## src/rtl/alu_scheduler.sv

```systemverilog
// ---------------------------------------------------------------------------
// alu_scheduler
//   Shares one combinational ALU between two requesters. Port 0 is the
//   control unit and port 1 is a secondary requester such as an address or
//   loop unit. The block picks one request round-robin and latches it. It
//   drives the ALU for one settle cycle, then registers the result and a
//   zero flag. The response is held for the owning port until that port
//   takes it through a valid/ready handshake.
//
// Ports
//   clk, reset                 rising-edge clock, async active-low reset
//   reqN_valid/ready           request handshake (ready is combinational)
//   reqN_op/a/b                op code, AC operand, Bus operand
//   rspN_valid/ready           response handshake for port N
//   rspN_result/z/err          shared result registers (valid with rspN_valid)
//   alu_op/alu_ac/alu_bus      drive the ALU ALU_Operation / AC / Bus inputs
//   alu_result                 ALU result input
// ---------------------------------------------------------------------------
module alu_scheduler #(
    parameter int reg_width = 12
) (
    input  logic                 clk,
    input  logic                 reset,

    input  logic                 req0_valid,
    output logic                 req0_ready,
    input  logic [2:0]           req0_op,
    input  logic [reg_width-1:0] req0_a,
    input  logic [reg_width-1:0] req0_b,
    output logic                 rsp0_valid,
    input  logic                 rsp0_ready,
    output logic [reg_width-1:0] rsp0_result,
    output logic                 rsp0_z,
    output logic                 rsp0_err,

    input  logic                 req1_valid,
    output logic                 req1_ready,
    input  logic [2:0]           req1_op,
    input  logic [reg_width-1:0] req1_a,
    input  logic [reg_width-1:0] req1_b,
    output logic                 rsp1_valid,
    input  logic                 rsp1_ready,
    output logic [reg_width-1:0] rsp1_result,
    output logic                 rsp1_z,
    output logic                 rsp1_err,

    output logic [2:0]           alu_op,
    output logic [reg_width-1:0] alu_ac,
    output logic [reg_width-1:0] alu_bus,
    input  logic [reg_width-1:0] alu_result
);

    typedef enum logic [1:0] {
        S_IDLE = 2'd0,
        S_EXEC = 2'd1,
        S_RESP = 2'd2
    } state_t;

    localparam logic [2:0] OP_IDLE = 3'b000;
    localparam logic [2:0] OP_SUB  = 3'b011;
    localparam logic [2:0] OP_BAD  = 3'b111;

    // IDLE and the reserved code both come back as an error.
    function automatic logic is_err_op(input logic [2:0] op);
        return (op == OP_IDLE) || (op == OP_BAD);
    endfunction

    // Error ops report zero no matter what the ALU produced while idling.
    function automatic logic [reg_width-1:0] fit_result(
        input logic [reg_width-1:0] res,
        input logic                 err
    );
        return err ? '0 : res;
    endfunction

    // The zero flag is defined only for Sub. The ALU's own Zflag is ignored.
    function automatic logic zero_flag(
        input logic [2:0]           op,
        input logic [reg_width-1:0] res
    );
        return (op == OP_SUB) && (res == '0);
    endfunction

    state_t                 state;
    logic                   prio;
    logic                   owner;
    logic [2:0]             op_p0;
    logic                   err_p0;
    logic [reg_width-1:0]   result_p1;
    logic                   z_p1;
    logic                   err_p1;
    logic                   rsp0_valid_q;
    logic                   rsp1_valid_q;
    logic [reg_width-1:0]   res_fit;

    logic                   grant0;
    logic                   grant1;
    logic                   handshake;

    // Round-robin: a lone valid port wins, and on contention prio decides.
    assign grant0 = req0_valid && (!req1_valid || !prio);
    assign grant1 = req1_valid && (!req0_valid || prio);

    // Qualifying with reset keeps ready low while reset is held.
    assign req0_ready = (state == S_IDLE) && reset && grant0;
    assign req1_ready = (state == S_IDLE) && reset && grant1;

    assign handshake = (rsp0_valid_q && rsp0_ready) || (rsp1_valid_q && rsp1_ready);

    assign res_fit = fit_result(alu_result, err_p0);

    assign rsp0_valid  = rsp0_valid_q;
    assign rsp1_valid  = rsp1_valid_q;
    assign rsp0_result = result_p1;
    assign rsp1_result = result_p1;
    assign rsp0_z      = z_p1;
    assign rsp1_z      = z_p1;
    assign rsp0_err    = err_p1;
    assign rsp1_err    = err_p1;

    always_ff @(posedge clk or negedge reset) begin
        if (!reset) begin
            state        <= S_IDLE;
            prio         <= 1'b0;
            owner        <= 1'b0;
            op_p0        <= OP_IDLE;
            err_p0       <= 1'b0;
            result_p1    <= '0;
            z_p1         <= 1'b0;
            err_p1       <= 1'b0;
            rsp0_valid_q <= 1'b0;
            rsp1_valid_q <= 1'b0;
            alu_op       <= OP_IDLE;
            alu_ac       <= '0;
            alu_bus      <= '0;
        end else begin
            case (state)
                // Accept stage: latch the winner and present it to the ALU.
                S_IDLE: begin
                    if (req0_ready || req1_ready) begin
                        owner <= grant1;
                        prio  <= grant0;
                        state <= S_EXEC;
                        if (grant1) begin
                            op_p0   <= req1_op;
                            err_p0  <= is_err_op(req1_op);
                            alu_op  <= is_err_op(req1_op) ? OP_IDLE : req1_op;
                            alu_ac  <= req1_a;
                            alu_bus <= req1_b;
                        end else begin
                            op_p0   <= req0_op;
                            err_p0  <= is_err_op(req0_op);
                            alu_op  <= is_err_op(req0_op) ? OP_IDLE : req0_op;
                            alu_ac  <= req0_a;
                            alu_bus <= req0_b;
                        end
                    end
                end
                // Execute stage: the ALU settles for a cycle, then the result is captured.
                S_EXEC: begin
                    result_p1    <= res_fit;
                    z_p1         <= zero_flag(op_p0, res_fit);
                    err_p1       <= err_p0;
                    alu_op       <= OP_IDLE;
                    alu_ac       <= '0;
                    alu_bus      <= '0;
                    rsp0_valid_q <= !owner;
                    rsp1_valid_q <= owner;
                    state        <= S_RESP;
                end
                // Response stage: hold the result until the owner takes it.
                S_RESP: begin
                    if (handshake) begin
                        rsp0_valid_q <= 1'b0;
                        rsp1_valid_q <= 1'b0;
                        state        <= S_IDLE;
                    end
                end
                default: begin
                    state <= S_IDLE;
                end
            endcase
        end
    end

endmodule
```

## config.mk

```make
export PLATFORM = sky130hd
export DESIGN_NAME = alu_scheduler
export DESIGN_NICKNAME = d
export VERILOG_FILES = /design/src/rtl/alu_scheduler.sv
export SDC_FILE = /design/constraint.sdc
export NUM_CORES = 1
export LEC_CHECK = 0
export BUFFER_PORTS_ARGS = -buffer_cell sky130_fd_sc_hd__buf_4
export CAP_MARGIN = 10
export CORE_UTILIZATION = 49
export DETAILED_ROUTE_END_ITERATION = 16
export PLACE_DENSITY = 0.85
export REMOVE_ABC_BUFFERS = 1
export SYNTH_ARGS = -nofsm -noshare
export SYNTH_HDL_FRONTEND = slang
export SYNTH_SLANG_ARGS = --single-unit
```

## constraint.sdc

```tcl
create_clock -name clk -period 4.2 [get_ports clk]
set_input_delay 0.42 -clock clk [delete_from_list [all_inputs] [get_ports clk]]
set_output_delay 0.42 -clock clk [all_outputs]
set_load 0.05 [all_outputs]
```

Word level (Yosys, flattened, before mapping):

Index checks and enable logic that the tools add are counted.

* bits in registers: 51
* bits of input ports: 72
* output and inout bits: 59

* equality and inequality tests: 7
* multiplexer cells: 20
* reductions and logical operators: 28

Operators by type and width (number)
* $mux 12: 5
* $pmux 12 s2: 2
* $mux 3: 5
* $logic_not 12->1: 1
* $logic_and 1x1->1: 8
* $reduce_and 2->1: 4
* $eq 3x3->1 const B: 2
* $logic_not 3->1: 2
* $logic_or 1x1->1: 6
* $pmux 2 s3: 1
* $pmux 3 s2: 1
* $logic_not 1->1: 4
* $mux 2: 2
* $pmux 1 s2: 2
* $reduce_bool 2->1: 2
* $eq 3x2->1 const B: 1
* $eq 2x1->1 const B: 1
* $eq 2x2->1 const B: 1
* $logic_not 2->1: 1
* $mux 1: 2
* $ne 2x1->1 const B: 1
* $ne 2x2->1 const B: 1

Depth between registers and ports, before layout:

Gate-level depths: netlist of run 1.

* depth after elaboration: 7
* mapped depth: 6

Worst setup path before layout of run 1:

No wires, ideal clock.

* path kind: in2out
* from: input port req0_valid
* to: output port req1_ready
* arrival: 2.368 ns
* required time: 3.780 ns
* path slack: 1.412 ns
* stages on the path: 4
* path buffers: 1
* cells stage by stage: inv_2 o21ai_4 buf_6 nor4b_1

* longest elaborated chain between the ends: 4

Ends and longest elaborated chain
* from (decl): RTL line 25 `input logic req0_valid,`
* $logic_not 1->1: RTL line 102 `assign grant1 = req1_valid && (!req0_valid || prio);`
* $logic_or 1x1->1: RTL line 102
* $logic_and 1x1->1: RTL line 102
* $logic_and 1x1->1: RTL line 106 `assign req1_ready = (state == S_IDLE) && reset && grant1;`
* to (decl): RTL line 37 `output logic req1_ready,`

No other way between the ends.

Worst setup path after layout of run 1:

* from: input port reset
* to: output port req0_ready

* longest elaborated chain between the ends: 2

Ends and longest elaborated chain
* from (decl): RTL line 23 `input logic reset,`
* $logic_and 1x1->1 (2 in a row): RTL line 105 `assign req0_ready = (state == S_IDLE) && reset && grant0;`
* to (decl): RTL line 26 `output logic req0_ready,`

No other way between the ends.

==> impl_metrics.ini, run 1 <==
[clock_tree]
clk_pin_slew_worst_paths_ns = 0.09
clockBufferDepth = 2
cts_max_level = 2
cts_hold_buf = 0
cts_tree = built
cts.repair.resized = 0
cts.sinks = 51
numCtsBuffers = 5
clk_latency_ns = 0.30
postCtsSetupRepairBufs = 0
root_buffer = clkbuf_8

[floorplan]
ios = 131
initial_core_util = 0.511
fp.dieW_um = 75.0
dieArea_um2 = 5620
coreArea_um2 = 5110
fp.dieH_um = 75.0
rows = 26

[global_route]
antenna_found_initial = 0
grt_max_degree = 64
grt-ovfl-total = 0
grt_pass1_vias = 1985
grt.total_usage = 0.208
grt_first_pass_wirelength_um = 8720

[sta]
slew_violations = 0
clock.fmax_mhz = 441
finalWorstSetupSlack_ns = 1.93
rsz0062_at_grt = no
setup_tns_ns = 0
period_minus_slack_ns = 2.27
clock_skew_ns = 0.00418
min_period_over_period = 0.540
maxSlewHeadroom = 0.377
hold_viol = 0
worst_slew_pin_slew_ns = 0.931
setup_viol = 0

[worst_hold_path]
hp-class = in -> async

[finish]
fin_util = 0.695
multi_input_area_um2 = 1090
diodes = 0
fin_cells = 433
area_delta_synth_final_pct = 36.1
final_area_um2 = 3550
n_fill_cell = 455
drive_gt1_frac = 0.424
regArea_um2 = 1280
nets = 434

[synthesis]
syn_inst = 253
ys_seq_elements = 51
synth.distinct_cells = 31
ys_warn_count = 0
ys_seq_area_frac = 0.489
synth_area_per_cell_um2 = 10.3
netlist_area_um2 = 2610

[setup_path]
cp_cell_sequence = buf_4, nor3b_4, nand2_1, a21oi_1, buf_4
critPathLaunchType = input port
end_kind = output pin
crit_required_ns = 3.78
worstPathMaxFanout = 53
crit_arrival_ns = 1.85
crit_top_cell = buf_4
slowest_stage = buf_4
cp_slowest_stage_delay_ns = 0.50
critPathKind = in -> out

[drt]
wl_met1_um = 2230
totalWireLength_um = 5660
drc = 0
dr_wl_met2_um = 2990
vias = 2190
viasPerCell = 5.06
wl_met3_um = 385
highest_layer = met4
firstDrtPassIters = 4
drt_iter0_markers = 107
drtAntennaViolNets = 0
wire_per_inst_um = 13.1

[pwr]
p_leak_nw = 1.83
powerDensity_nw_per_um2 = 838
peakVddDrop_mv = 0.413

[placed_design]
port-buffer-count = 130
place_inst = 425
placed_area_um2 = 3460
pre_cts_slack_ns = 1.89
gpl.final_weighted_congestion = 0.720
dp_hpwl_um = 4160

[outcome]
outcome = finished clean

[flow_run]
maxCapViolCount = 0
==> cells in the final DEF (no fill, tap or decap) <==
master	n
o21ai_0	13
o21ai_2	6
clkinv_2	1
clkinvlp_4	2
dfrtp_1	51
nor4_1	3
clkbuf_8	5
nand2b_1	13
o21ai_1	24
a21oi_1	6
nand2_1	24
nor4b_1	1
inv_1	2
mux2i_1	29
nor3b_4	1
o31ai_2	1
nor2_1	3
o21ai_4	2
mux2_2	2
o41ai_1	1
a22o_1	1
a21boi_0	5
o22ai_1	1
a31oi_1	2
nand3_1	27
a311oi_1	1
o21bai_1	2
nand2_2	1
inv_2	1
buf_4	132
==> Yosys cell counts, drive strengths merged <==
master	number	area, um^2
a21boi	5	37.5
a21oi	6	30.0
a22o	1	8.76
a311oi	1	8.76
a31oi	2	12.5
buf	28	219
clkbuf	2	17.5
dfrtp	51	1280
inv	3	11.3
mux2	2	22.5
mux2i	29	290
nand2	25	93.8
nand2b	13	81.3
nand3	27	135
nor2	3	11.3
nor3b	1	18.8
nor4	3	18.8
nor4b	1	8.76
o21ai	45	263
o21bai	2	15.0
o22ai	1	6.26
o31ai	1	12.5
o41ai	1	8.76
==> report_power, final <==
group | switching (mW) | leakage, nW | internal (mW)
sequential | 0.171 | 0.651 | 0.717
clock | 0.160 | 0.0402 | 0.116
combinational | 1.26 | 1.14 | 0.553
total | 1.59 | 1.83 | 1.39
==> kinds of logic (layout without fill, tap and decap cells) <==
kind of cell	after synthesis	after routing	synth area share
simple gates	73	73	0.141
compound gates	65	65	0.155
flops	51	51	0.489
buf+inv	33	143	0.0950
mux	31	31	0.120
==> final cells by class <==
type                    count  area share
clock buffers               5      0.0194
clock inverters             3     0.00564
inverters                   3     0.00317
multi-input cells         169       0.308
flip-flops and latches     51       0.360
well taps                  70      0.0247
repair buffers            132       0.279
==> state kept, by name (all words and copies together), names as in the netlist <==
| signal | cells |
|---|---|
| err_p0 | 1 |
| state | 2 |
| alu_bus | 12 |
| owner | 1 |
| rsp0_z | 1 |
| op_p0 | 3 |
| alu_ac | 12 |
| rsp0_err | 1 |
| alu_op | 3 |
| rsp0_result | 12 |
| prio | 1 |
| rsp0_valid | 1 |
| rsp1_valid | 1 |
==> worst max-delay path: cells and delay by family <==
family                 cells  cell delay, ns
buffers and inverters      2            0.73
AOI/OAI and AO/OA          1            0.17
and+or+nand+nor            2            0.51
==> metrics by stage <==
stage               hold WS (ns)  power, mW
floorplan                  0.124       2.12
global placement           0.448       2.68
detailed placement         0.467       2.72
CTS                        0.161       3.00
global route               0.198       3.14
finish                     0.139       2.97
==> layer usage <==
layer | vias to the layer above | track usage
met4 | 0 | 0.0671
met3 | 8 | 0.0482
met2 | 84 | 0.389
li1 | 1091 | -
met1 | 1007 | 0.233
met5 | - | 0
==> path summary, 6_finish.rpt <==
check	startpoint	endpoint	slack (ns)	cells after the start
max	reset	req0_ready	1.93	5
min	reset	rsp0_valid	0.14	1
min reg2reg	op_p0[2]	rsp0_z	0.47	1
max in group asynchronous	reset	alu_op[2]	3.63	1
max reg2reg	state[1]	rsp0_err	2.39	3
min in group clk	alu_result[10]	rsp0_result[10]	0.39	3
Power figures use the tool's default switching activity.
==> run 2, diff against run 1 <==
--- a/config.mk
+++ b/config.mk
@@ -7,9 +7,9 @@
 export LEC_CHECK = 0
 export BUFFER_PORTS_ARGS = -buffer_cell sky130_fd_sc_hd__buf_4
 export CAP_MARGIN = 10
-export CORE_UTILIZATION = 49
+export CORE_UTILIZATION = 46
 export DETAILED_ROUTE_END_ITERATION = 16
-export PLACE_DENSITY = 0.85
+export PLACE_DENSITY = 0.81
 export REMOVE_ABC_BUFFERS = 1
 export SYNTH_ARGS = -nofsm -noshare
 export SYNTH_HDL_FRONTEND = slang
==> constraint.sdc (replaced) <==
create_clock -name clk -period 2.2 [get_ports clk]
set_input_delay 0.22 -clock clk [delete_from_list [all_inputs] [get_ports clk]]
set_output_delay 0.22 -clock clk [all_outputs]
set_load 0.05 [all_outputs]
==> run 2 against run 1 <==
  * First-iteration DRC count rose by 5.6%
  * Power increased by 100%
  * Global-route usage decreased by 0.17 points
  * Clock power rose to 2.7 times the previous value
  * Die area grew 6.3%
  * Worst hold slack got worse by 0.095 ns
  * Sequential cell count unchanged
==> impl_metrics.ini, run 2 (synthesis results as in run 1) <==
[finish]
layout_commonest_cell = buf_4
diodes = 0
nets = 438
fin_util = 0.665
drive_gt1_frac = 0.428
regArea_um2 = 1280
multi_input_area_um2 = 1090
n_fill_cell = 452
area_delta_synth_final_pct = 39.5
final_cell_mix = buf_4, dfrtp_1, mux2i_1

[floorplan]
fp.dieW_um = 77.3
ios = 131
rows = 27
coreArea_um2 = 5470
fp.dieH_um = 77.3
dieArea_um2 = 5970
initial_core_util = 0.476

[setup_path]
end_kind = output pin
crit_required_ns = 1.98
critPathKind = reg -> out
critPathLaunchType = register
worstPathMaxFanout = 7
crit_arrival_ns = 1.62

[clock_tree]
cts_tree = built
cts.sinks = 51
clk_latency_ns = 0.30
postCtsSetupRepairBufs = 0
cts.repair.resized = 0
numCtsBuffers = 5
clockBufferDepth = 2
cts_hold_buf = 0
cts_max_level = 2
root_buffer = clkbuf_8
clk_pin_slew_worst_paths_ns = 0.08

[pwr]
p_leak_nw = 1.88
peakVddDrop_mv = 0.805
powerDensity_nw_per_um2 = 1640

[drt]
drt_iter0_markers = 113
viasPerCell = 5.03
vias = 2206
totalWireLength_um = 5890
firstDrtPassIters = 4
drc = 0
wire_per_inst_um = 13.4
drtAntennaViolNets = 0

[sta]
min_period_over_period = 0.834
hold_viol = 0
setup_viol = 0
period_minus_slack_ns = 1.84
clock.fmax_mhz = 545
maxSlewHeadroom = 0.491
hold_slack_ns = 0.0439
worst_slew_pin_slew_ns = 0.761
slew_violations = 0
setup_tns_ns = 0
clock_skew_ns = 0.00911
rsz0062_at_grt = no

[outcome]
outcome = finished clean

[global_route]
grt_pass1_vias = 2188
grt_first_pass_wirelength_um = 9850
grt.total_usage = 0.207
grt_max_degree = 52
antenna_found_initial = 0
grt-ovfl-total = 0

[placed_design]
gpl.final_weighted_congestion = 0.754
dp_hpwl_um = 4480
port-buffer-count = 130

[worst_hold_path]
hp-class = in -> async

[flow_run]
maxCapViolCount = 0
-- run 2: changes by cell type in the layout (fill, tap and decap cells not counted) --
| cell | delta |
|---|---|
| clkbuf_1 | +1 |
| buf_12 | +1 |
| clkinvlp_4 | -2 |
| clkinv_2 | -1 |
| buf_4 | +3 |
| bufinv_16 | +2 |
-- run 2: path summary, 6_finish.rpt --
| path | start | end | slack [ns] | cells after the start |
|---|---|---|---|---|
| setup / recovery | state[0] | req0_ready | 0.36 | 4 |
| hold / removal | reset | rsp0_valid | 0.04 | 2 |
| setup reg to reg | state[0] | alu_ac[1] | 0.57 | 5 |
| hold reg to reg | op_p0[2] | rsp0_z | 0.47 | 1 |
| max in group asynchronous | reset | alu_bus[7] | 1.74 | 2 |
| min in group clk | alu_result[3] | rsp0_result[3] | 0.18 | 3 |
-- run 2: through the flow --
step / total power [mW] / instance area, um^2 / cells / setup WS (ns)
after floorplan: 4.05 / 2370 / 223 / -0.448
after global placement: 5.17 / 3500 / 431 / 0.617
after detailed placement: 5.24 / 3500 / 431 / 0.580
after CTS: 6.00 / 3640 / 439 / 0.351
after global routing: 6.26 / 3640 / 439 / 0.236
final: 5.95 / 3640 / 439 / 0.364
-- run 2: layout make-up --
cell class / count / share of cell area
sequential: 51 / 0.351
inverter: 3 / 0.00310
clock inverter: 2 / 0.0165
timing repair buffer: 136 / 0.284
multi-input combinational: 169 / 0.301
tap: 72 / 0.0248
clock buffer: 6 / 0.0200
-- run 2: power by group --
group,total (mW),leakage (nW),switching (mW),internal (mW)
Clock,0.754,0.0654,0.300,0.454
Sequential,1.70,0.651,0.334,1.37
Combinational,3.49,1.16,2.41,1.08
-- run 2: layer usage --
layer	global-route usage	vias to the layer above	part of all wire
li1	-	1102	-
met1	0.244	1004	0.41
met2	0.361	89	0.50
met3	0.0524	11	0.076
met4	0.0736	0	0.016
met5	0	-	0
-- run 2: worst max-delay path, stage by stage (launching register included) --
cell     delay, ns
dfrtp_1       0.48
nor3b_4       0.34
nand2_1       0.10
a21oi_1       0.17
buf_4         0.23
==> run 3, diff against run 2 <==
--- a/config.mk
+++ b/config.mk
@@ -7,9 +7,9 @@
 export LEC_CHECK = 0
 export BUFFER_PORTS_ARGS = -buffer_cell sky130_fd_sc_hd__buf_4
 export CAP_MARGIN = 10
-export CORE_UTILIZATION = 46
+export CORE_UTILIZATION = 41
 export DETAILED_ROUTE_END_ITERATION = 16
-export PLACE_DENSITY = 0.81
+export PLACE_DENSITY = 0.76
 export REMOVE_ABC_BUFFERS = 1
 export SYNTH_ARGS = -nofsm -noshare
 export SYNTH_HDL_FRONTEND = slang
==> constraint.sdc (replaced) <==
create_clock -name clk -period 1.59 [get_ports clk]
set_input_delay 0.159 -clock clk [delete_from_list [all_inputs] [get_ports clk]]
set_output_delay 0.159 -clock clk [all_outputs]
set_load 0.05 [all_outputs]
==> run 3 against run 2 <==
  * The run now ends with negative hold slack left
  * Non-clock buffer count up 5
  * Die area up 12%
  * Clock skew down 0.0030 ns
  * Critical path type unchanged
  * Largest power group unchanged
==> impl_metrics.ini, run 3 (synthesis results as in run 1) <==
[outcome]
outcome = finished, violations left
violations = negative hold slack

[drt]
drtAntennaViolNets = 0
drc = 0
vias = 2225
drt_iter0_markers = 43
totalWireLength_um = 5990
firstDrtPassIters = 4
viasPerCell = 4.98
wire_per_inst_um = 13.4

[clock_tree]
root_buffer = clkbuf_8
numCtsBuffers = 5
cts_max_level = 2
clockBufferDepth = 2
clk_latency_ns = 0.30
clk_pin_slew_worst_paths_ns = 0.09
cts.sinks = 51
cts_tree = built

[sta]
rsz0062_at_grt = yes
clock_skew_ns = 0.00613
hold_viol = 19
maxSlewHeadroom = 0.590
period_minus_slack_ns = 1.54
slew_violations = 0
clock.fmax_mhz = 650
setup_viol = 0
min_period_over_period = 0.967
hold_slack_ns = -0.0263
worst_slew_pin_slew_ns = 0.615

[finish]
layout_commonest_cell = buf_4
diodes = 0
drive_gt1_frac = 0.441
multi_input_area_um2 = 1110
nets = 443
area_delta_synth_final_pct = 43.2
fin_cells = 447
fin_util = 0.620
n_fill_cell = 534
final_cell_mix = buf_4, dfrtp_1, mux2i_1
regArea_um2 = 1280

[setup_path]
critPathLaunchType = register
cp-startpoint = state[0]
end_kind = output pin
crit_required_ns = 1.43
crit_arrival_ns = 1.38
worstPathMaxFanout = 6
cp_cell_sequence = buf_4, nor4b_4, buf_6
crit_buf_inv = 2
cp_slowest_stage_delay_ns = 0.42
endpoint = req1_ready
slowest_stage = dfrtp_1
r2r_slack_ns = 0.13
r2r_end = err_p0
reg2reg_depth = 5
crit_family = flip-flops
reg2reg_from = state[0]
path_depth = 3
critPathKind = reg -> out

[floorplan]
rows = 28
initial_core_util = 0.433
fp.dieW_um = 81.8
ios = 131
coreArea_um2 = 6030
fp.dieH_um = 81.8
dieArea_um2 = 6680

[global_route]
use_met1 = 0.205
grt_max_degree = 64
grt_pass1_vias = 2038
grt_first_pass_wirelength_um = 9180
antenna_found_initial = 0
grt-ovfl-total = 0
grt_use_met2 = 0.328
grt.total_usage = 0.180
use_met3 = 0.0467
grt-busiest-layer = met2

[pwr]
peakVddDrop_mv = 1.48
pwr-share-seq = 0.280
p_leak_nw = 1.92
switching_share = 0.509
power_mw = 8.34
switchingPower_mw = 4.25
pwr-share-clk = 0.127
powerDensity_nw_per_um2 = 2240
p_comb_frac = 0.593
p_int_mw = 4.10

[flow_run]
maxCapViolCount = 0

[placed_design]
gpl.final_weighted_congestion = 0.709
port-buffer-count = 130
place_inst = 436
dp_hpwl_um = 4450

[worst_hold_path]
hp-class = in -> async
==> run 3: cell types whose count changed in the layout (fill, tap and decap cells not counted), sizes merged <==
cell and change:
buf +4, dlygate4sd3 +1
==> run 3: stage by stage <==
step	worst slack (ns)	setup TNS, ns	area (um^2)
6_report	0.0519	0	3730
3_3_place_gp	0.219	0	3550
4_1_cts	0.00518	0	3720
5_1_grt	-0.00183	-0.00183	3730
3_5_place_dp	0.136	0	3550
2_1_floorplan	-0.997	-12.71	2370
==> run 3: how the worst min path moves through the flow <==
stage | slack, ns | end | from | depth (start not counted)
after floorplan | -0.14 | alu_ac[0] | reset | 0
after global placement | -0.04 | state[0] | reset | 1
after detailed placement | -0.04 | state[0] | reset | 1
after CTS | 0.01 | alu_bus[11] | reset | 2
after global routing | 0.04 | owner | reset | 2
final | -0.03 | owner | reset | 2
==> run 3: layout make-up <==
| cell class | instances | area share |
|---|---|---|
| flip-flops and latches | 51 | 0.342 |
| multi-input cells | 169 | 0.298 |
| repair buffers | 141 | 0.296 |
| well taps | 75 | 0.0251 |
| clock buffers | 6 | 0.0194 |
| clock inverters | 2 | 0.0161 |
| inverters | 3 | 0.00302 |
==> run 3: routing by layer <==
| metal | part of all wire | routed length, um | vias to the layer above |
|---|---|---|---|
| met4 | 0.0074 | 44 | 0 |
| met1 | 0.42 | 2510 | 1021 |
| met2 | 0.50 | 3010 | 85 |
| met5 | 0 | 0 | - |
| met3 | 0.071 | 425 | 4 |
| li1 | - | - | 1115 |
==> run 3: timing repair <==
item | CTS | global route
hold endpoints to repair | 2 | 0
pin swaps | 1 | 1
buffers inserted | 2 | 0
setup endpoints to repair | 2 | 2
hold buffers | 1 | 0
resized for setup | 3 | 3
==> run 3: power by group through the flow <==
stage | sequential, mW | combinational, mW | clock [mW]
finish | 2.34 | 4.95 | 1.06
global route | 2.42 | 5.24 | 1.12
CTS | 2.34 | 4.98 | 1.07
detailed placement | 2.37 | 4.92 | 0
global placement | 2.33 | 4.86 | 0
floorplan | 4.58 | 1.03 | 0
==> run 3: worst register-to-register path: stages (launching register included) <==
cell and delay [ns]:
dfrtp_1 0.42, nor3b_4 0.24, buf_4 0.18, o21ai_4 0.06, buf_12 0.18, o31ai_2 0.30
